**config.mk**
```make
export PLATFORM = sky130hd
export DESIGN_NAME = circ_ptr_tracker
export DESIGN_NICKNAME = d
export VERILOG_FILES = /design/src/rtl/circ_ptr_tracker.sv
export SDC_FILE = /design/constraint.sdc
export NUM_CORES = 1
export LEC_CHECK = 0
export ABC_AREA = 1
export CORE_MARGIN = 4
export CORE_UTILIZATION = 38
export CTS_CLUSTER_DIAMETER = 60
export DETAILED_ROUTE_END_ITERATION = 8
export GPL_TIMING_DRIVEN = 0
export PLACE_DENSITY = 0.66
export SLEW_MARGIN = 20
export SYNTH_ARGS = -nofsm -noshare
export SYNTH_HDL_FRONTEND = slang
export SYNTH_SLANG_ARGS = --single-unit
```
**constraint.sdc**
```tcl
create_clock -name clk -period 3.55 [get_ports clk]
set_input_delay 0.5325 -clock clk [delete_from_list [all_inputs] [get_ports clk]]
set_output_delay 0.5325 -clock clk [all_outputs]
set_load 0.05 [all_outputs]
```
**src/rtl/circ_ptr_tracker.sv**
```systemverilog
// -----------------------------------------------------------------------------
// circ_ptr_tracker
//
// Registered head/tail/occupancy tracker for a circular buffer of SIZE slots.
// SIZE does not have to be a power of two. Each cycle the tail can advance by
// up to MAX_OPS slots (push) and the head can advance by up to MAX_OPS slots
// (pop), wrapping modulo SIZE. flush discards every entry.
//
// Per-cycle priority is flush > pop > push. A request that cannot be honoured
// in full is dropped in full; a partial push or pop never happens. Slots freed
// by a pop in the same cycle can be used by a push in that cycle.
//
// Optional feature, selected by the CIRC_PTR_ERR_EN macro:
//   defined   : err is a sticky register. It is set by any dropped push or pop
//               in a cycle without flush, and only reset clears it.
//   undefined : err is tied to 0. Illegal requests are still dropped.
//
// Parameters
//   SIZE     number of slots (>= 2)
//   MAX_OPS  largest push or pop amount per cycle (1..SIZE)
//   NBITS    pointer width, clog2(SIZE)          (derived)
//   OPW      push/pop amount width, clog2(MAX_OPS+1) (derived)
//   CW       count width, clog2(SIZE+1)          (derived)
//
// Ports
//   clk       rising-edge clock
//   reset     asynchronous, active-high reset
//   push_num  slots to allocate at the tail this cycle (0 = none)
//   pop_num   slots to retire at the head this cycle (0 = none)
//   flush     discard all entries (tail <= head, count <= 0)
//   head      index of the oldest valid slot
//   tail      index of the next slot to allocate
//   count     number of valid entries, 0..SIZE
//   free_cnt  SIZE - count
//   full      count == SIZE
//   empty     count == 0
//   err       sticky illegal-request flag (0 unless CIRC_PTR_ERR_EN)
//
// Every output comes from a register or a decode of registers. No input
// reaches an output combinationally.
// -----------------------------------------------------------------------------
module circ_ptr_tracker #(
  parameter  int SIZE    = 4,
  parameter  int MAX_OPS = 2,
  localparam int NBITS   = $clog2(SIZE),
  localparam int OPW     = $clog2(MAX_OPS + 1),
  localparam int CW      = $clog2(SIZE + 1)
) (
  input  logic             clk,
  input  logic             reset,
  input  logic [OPW-1:0]   push_num,
  input  logic [OPW-1:0]   pop_num,
  input  logic             flush,
  output logic [NBITS-1:0] head,
  output logic [NBITS-1:0] tail,
  output logic [CW-1:0]    count,
  output logic [CW-1:0]    free_cnt,
  output logic             full,
  output logic             empty,
  output logic             err
);

  localparam logic [NBITS:0]  SIZE_P  = (NBITS + 1)'(SIZE);
  localparam logic [CW-1:0]   SIZE_C  = CW'(SIZE);
  localparam logic [OPW-1:0]  MAX_OPN = OPW'(MAX_OPS);

  // The sum is formed one bit wider than a pointer. n <= MAX_OPS <= SIZE, so
  // one conditional subtraction of SIZE is enough to bring it back in range.
  function automatic logic [NBITS-1:0] adv(input logic [NBITS-1:0] p,
                                           input logic [OPW-1:0]   n);
    logic [NBITS:0] sum;
    sum = {1'b0, p} + (NBITS + 1)'(n);
    if (sum >= SIZE_P) sum = sum - SIZE_P;
    return sum[NBITS-1:0];
  endfunction

  logic           pop_ok;
  logic           push_ok;
  logic [CW:0]    push_room;
  logic [OPW-1:0] acc_pop;
  logic [OPW-1:0] acc_push;
  logic [CW-1:0]  count_nxt;

  assign free_cnt = SIZE_C - count;
  assign full     = (count == SIZE_C);
  assign empty    = (count == '0);

  // NOTE: each signal assigned in always_comb gets a default at the top of the
  // block. A path that leaves a signal unassigned would infer a latch.
  always_comb begin
    pop_ok    = 1'b0;
    push_ok   = 1'b0;
    push_room = '0;
    acc_pop   = '0;
    acc_push  = '0;
    count_nxt = count;

    pop_ok  = (pop_num <= MAX_OPN) && (CW'(pop_num) <= count);
    acc_pop = pop_ok ? pop_num : '0;

    // An accepted pop in the same cycle frees space the push may use.
    push_room = {1'b0, free_cnt} + (CW + 1)'(acc_pop);
    push_ok   = (push_num <= MAX_OPN) && ((CW + 1)'(push_num) <= push_room);
    acc_push  = push_ok ? push_num : '0;

    count_nxt = count + CW'(acc_push) - CW'(acc_pop);
  end

  // NOTE: sequential state is updated only with non-blocking assignments, so
  // every register samples the values that held before the clock edge.
  always_ff @(posedge clk or posedge reset) begin
    if (reset) begin
      head  <= '0;
      tail  <= '0;
      count <= '0;
    end else if (flush) begin
      tail  <= head;
      count <= '0;
    end else begin
      // A dropped request has an accepted amount of 0, so adv() leaves that
      // pointer where it is.
      head  <= adv(head, acc_pop);
      tail  <= adv(tail, acc_push);
      count <= count_nxt;
    end
  end

`ifdef CIRC_PTR_ERR_EN
  logic err_q;

  always_ff @(posedge clk or posedge reset) begin
    if (reset) begin
      err_q <= 1'b0;
    end else if (!flush && (!pop_ok || !push_ok)) begin
      err_q <= 1'b1;
    end
  end

  assign err = err_q;
`else
  assign err = 1'b0;
`endif

endmodule
```
# --- Word level (Yosys, flattened, before mapping) ---
# Index checks and enable logic that the tools add are counted.
word_totals:
  register_bits: 7
  in_bits: 7
  wordCells: 27
  output_inout_bits: 13
classes:
  reduce_logical: 3
  n_mux: 6
  n_eq_ne: 1
  n_addsub: 8
  order_cmp: 6
op_table:
  columns: ["op", "n"]
  rows:
  - ["$mux 2", 5]
  - ["$add 2x2->3", 2]
  - ["$ge 3x3->1 const B", 2]
  - ["$add 3x2->4", 1]
  - ["$le 2x2->1 const B", 2]
  - ["$le 2x4->1", 1]
  - ["$sub 2x1->2 const B", 2]
  - ["$add 3x2->3", 1]
  - ["$eq 3x3->1 const B", 1]
  - ["$le 2x3->1", 1]
  - ["$logic_not 3->1", 1]
  - ["$mux 3", 1]
  - ["$sub 3x2->3", 1]
  - ["$sub 3x3->3 const A", 1]
  - ["$logic_and 1x1->1", 2]

# --- Logic depth before layout (Yosys ltp) ---
depth:
  depth_word: 11
  mapped_depth: 23
  ltp_nobuf: 23

# --- Worst setup path before layout ---
# OpenSTA, ideal clock, no wires.
synth_path:
  path_type: "reg-to-reg"
  from: "reg count[1]"
  to: "reg count[2]"
  setup_time_ns: 0.118
  arrival_ns: 4.030
  stages_incl_launch_ff: 20
  n_path_buf: 0
  required_ns: 3.432
  path_slack_ns: -0.599
  period_less_slack_ns: 4.149
  path_cell_list: "dfrtp_1 > inv_1 > ha_1 > nand2_1 > nand2_1 > nand2_2 > nor3b_1 > ha_1 > inv_1 > fa_1 > ha_1 > nand2_1 > inv_1 > nor2_2 > nand3_2 > nand3_2 > fa_1 > fa_1 > xor2_1 > nor2_1"
synth_via:
  elab_chain_len: 10
  elab_cells_between_ends: 11
  classes_between: "4 x add/sub; 2 x order compare; 3 x mux; 2 x reduce/logical"
synth_rtl:
  columns: ["item", "line", "rtl"]
  rows:
  - ["from (decl)", "56", "output logic [CW-1:0] count,"]
  - ["from (signal assigned)", "124", "count <= count_nxt;"]
  - ["$le 2x3->1", "98", "pop_ok = (pop_num <= MAX_OPN) && (CW'(pop_num) <= count);"]
  - ["$logic_and 1x1->1", "98", null]
  - ["$mux 2", "99", "acc_pop = pop_ok ? pop_num : '0;"]
  - ["$add 3x2->4", "102", "push_room = {1'b0, free_cnt} + (CW + 1)'(acc_pop);"]
  - ["$le 2x4->1", "103", "push_ok = (push_num <= MAX_OPN) && ((CW + 1)'(push_num) <= push_room);"]
  - ["$logic_and 1x1->1", "103", null]
  - ["$mux 2", "104", "acc_push = push_ok ? push_num : '0;"]
  - ["$add 3x2->3", "106", "count_nxt = count + CW'(acc_push) - CW'(acc_pop);"]
  - ["$sub 3x2->3 *", "106", null]
  - ["$mux 3 *", "116", "end else if (flush) begin"]
# Every way passes the cells marked *; elsewhere a longest branch is shown, timed or not.
# A chain may end at the register's enable or synchronous reset.

# --- Worst setup path after layout ---
layout_path:
  from: "reg count[1]"
  to: "reg count[1]"
# Same word-level chain as after synthesis.

==> metrics.cfg <==
[outcome]
status=finished, violations left
violations=negative setup slack

[sta]
slew_violations=0
period_minus_slack_ns=3.62
rsz0062_at_grt=true
worst_hold_slack_ns=0.509
fin_ws_ns=-0.0691
fmax_mhz=276
relSlewSlack_pct=66.2
worst_slew_pin_slew_ns=0.506
finalCritPeriodShare_pct=102
finalSetupViolCount=2
skew_ns=0.00532
hold_viol=0

[critical_path]
required_ns=3.68
crit_top_cell=nand2_2
critPathLaunchType=flop
critPathArrivalTime_ns=3.75
critical-path-top-delay-family=adder cells
slowest_delay_ns=0.55
cp_max_fo=3
cp_slowest_cell=fa_2
critPathBufInv=3
end_kind=flop
cp_cell_sequence=inv_4 -> ha_4 -> nand2_2 -> nand2_2 -> nand2_2 -> nor3b_4 -> ha_2 -> inv_2 -> fa_1 -> ha_4 -> inv_2 -> o21bai_4 -> nand3_4 -> nand3_4 -> fa_1 -> fa_2 -> nor2_2
critPathKind=reg -> reg

[clock_network]
clk_latency_ns=0.25
cts_tree=built
postCtsHoldBufs=0
cts_sinks=7
htree_levels=1
cts_buffers=3
clkTransAtPathRegs_ns=0.05
root_buffer=clkbuf_4
clockBufferDepth=2

[floorplan]
ioPinCount=20
start_util_pct=41.3
dieArea_sq_mm=0.00270
num_rows=15
chipHeight_um=52
die_w_um=52
core_area_sq_mm=0.00178

[synthesis]
syn_avg_cell_area_sq_um=8.36
yosys_warnings=0
synth_seq_cells=7
synth_cell_types=19
yosys.area.top_type=dfrtp_1
syn_nets=111
synth_area_sq_um=736
synthCells=88
ys_seq_area_share_pct=23.8
ys_top_cells_by_area=dfrtp_1 (24%), ha_1 (22%), inv_1 (11%)
synth_top_area_share_pct=23.8

[global_routing]
antenna_found_initial=0
grt_overflow=0
grt_max_degree=8
grt_pass1_wl_mm=2.81
grt_pass1_vias=647
track_usage_pct=14.2

[route]
dr_total_vias=646
wl_mm=1.66
antenna_left=0
via_per_inst=4.52
drc=0
drt_iter0_drc=4
routedWlPerCell_um=11.6
firstDrtPassIters=4

[layout]
nFillCells=159
layout-drive-gt1-share_pct=39.8
diodes=0
syn2layout_area_growth_pct=58.0
fin_nets=142
post-route-util_pct=65.2

[place]
io_buffers=18
pre_cts_slack_ns=-1.08
hpwlAfterDp_mm=1.26
gp_congestion=0.702

[flow_run]
drv_cap=0

[hold_path]
hold_class=in -> async

==> cells in the final DEF, fill, tap and decap left out, types with 2 or more instances in the layout <==
cell type and n:
ha_4 5, dfrtp_2 2, nand2_2 5, nor2_1 3
nor2_2 2, dfrtp_1 5, inv_2 6, nand2_1 13
nand3_4 4, fa_1 2, nand4_1 3, clkbuf_4 3
clkdlybuf4s50_1 16, ha_1 7, inv_1 15, nand3_1 2
xor2_1 3, buf_4 11
==> layer usage <==
layer | share of wire, % | global-route usage (%) | wire length (um)
met1 | 42 | 17.0 | 693
met2 | 54 | 24.7 | 891
met3 | 2.9 | 1.15 | 48
met4 | 1.7 | 7.86 | 28
met5 | 0 | 0 | 0
==> Yosys cell counts (all sizes together) <==
cell and count:
nor2 6, inv 23, nand4 3, conb 1
ha 13, nor3b 1, a21oi 1, buf 2
xor2 3, nand3 6, fa 3, o21bai 1
dfrtp 7, nand2 18
==> final cells by class <==
| type | instances | area, sq um | area share [%] |
|---|---|---|---|
| Multi-Input combinational cell | 56 | 581 | 49.9 |
| Timing Repair Buffer | 26 | 239 | 20.6 |
| Sequential cell | 7 | 178 | 15.3 |
| Inverter | 23 | 92.6 | 7.97 |
| Tap cell | 25 | 31.3 | 2.69 |
| Clock buffer | 4 | 26.3 | 2.26 |
| Buffer | 2 | 15.0 | 1.29 |
==> kinds of logic (layout without fill, tap and decap cells) <==
family	after synthesis	after routing	share of synthesized area [%]
and+or+nand+nor	34	34	24.3
buffers and inverters	25	55	13.8
adders and majority gates	16	16	30.3
other	1	1	0.510
DFF	7	7	23.8
AOI/OAI and AO/OA	2	2	3.74
xor gates and xnor gates	3	3	3.57
==> flip-flops by register name, summed over array words and instances, names as in the netlist <==
register,cells
count,3
head,2
tail,2
==> timing repair <==
| item | CTS | global route |
|---|---|---|
| buffers inserted | 6 | 2 |
| pin swaps | 9 | 5 |
| resized for setup | 24 | 6 |
| endpoints found under the setup margin | 5 | 3 |
==> stage by stage <==
step,TNS (ns),cell area [sq um],cells
after global routing,-0.392,1160,143
after global placement,-3.51,987,131
final,-0.108,1160,143
after floorplan,-0.534,776,88
after CTS,-0.173,1130,141
after detailed placement,-3.92,987,131
==> worst reg2reg max path: stages, from the launching register on <==
cell and delay, ns:
dfrtp_2 0.42, inv_4 0.07, ha_4 0.20, nand2_2 0.07, nand2_2 0.05, nand2_2 0.07, nor3b_4 0.19, ha_2 0.21
inv_2 0.04, fa_1 0.48, ha_4 0.30, inv_2 0.04, o21bai_4 0.12, nand3_4 0.12, nand3_4 0.10, fa_1 0.45
fa_2 0.55, nor2_2 0.04
==> path summary, 6_finish.rpt <==
| path | from | to | slack [ns] | cells after the start |
|---|---|---|---|---|
| max in group asynchronous | reset | count[0] | 2.81 | 2 |
| setup reg to reg | count[1] | count[1] | -0.07 | 17 |
| min in group clk | head[1] | head[1] | 0.54 | 2 |
| hold / removal | reset | tail[1] | 0.51 | 2 |
| hold reg to reg | head[1] | head[1] | 0.54 | 2 |
| setup / recovery | count[1] | count[1] | -0.07 | 17 |
Power is left out: the tool's default activity adds up to more than one toggle a clock period on the data nets, which glitch-free logic cannot reach.
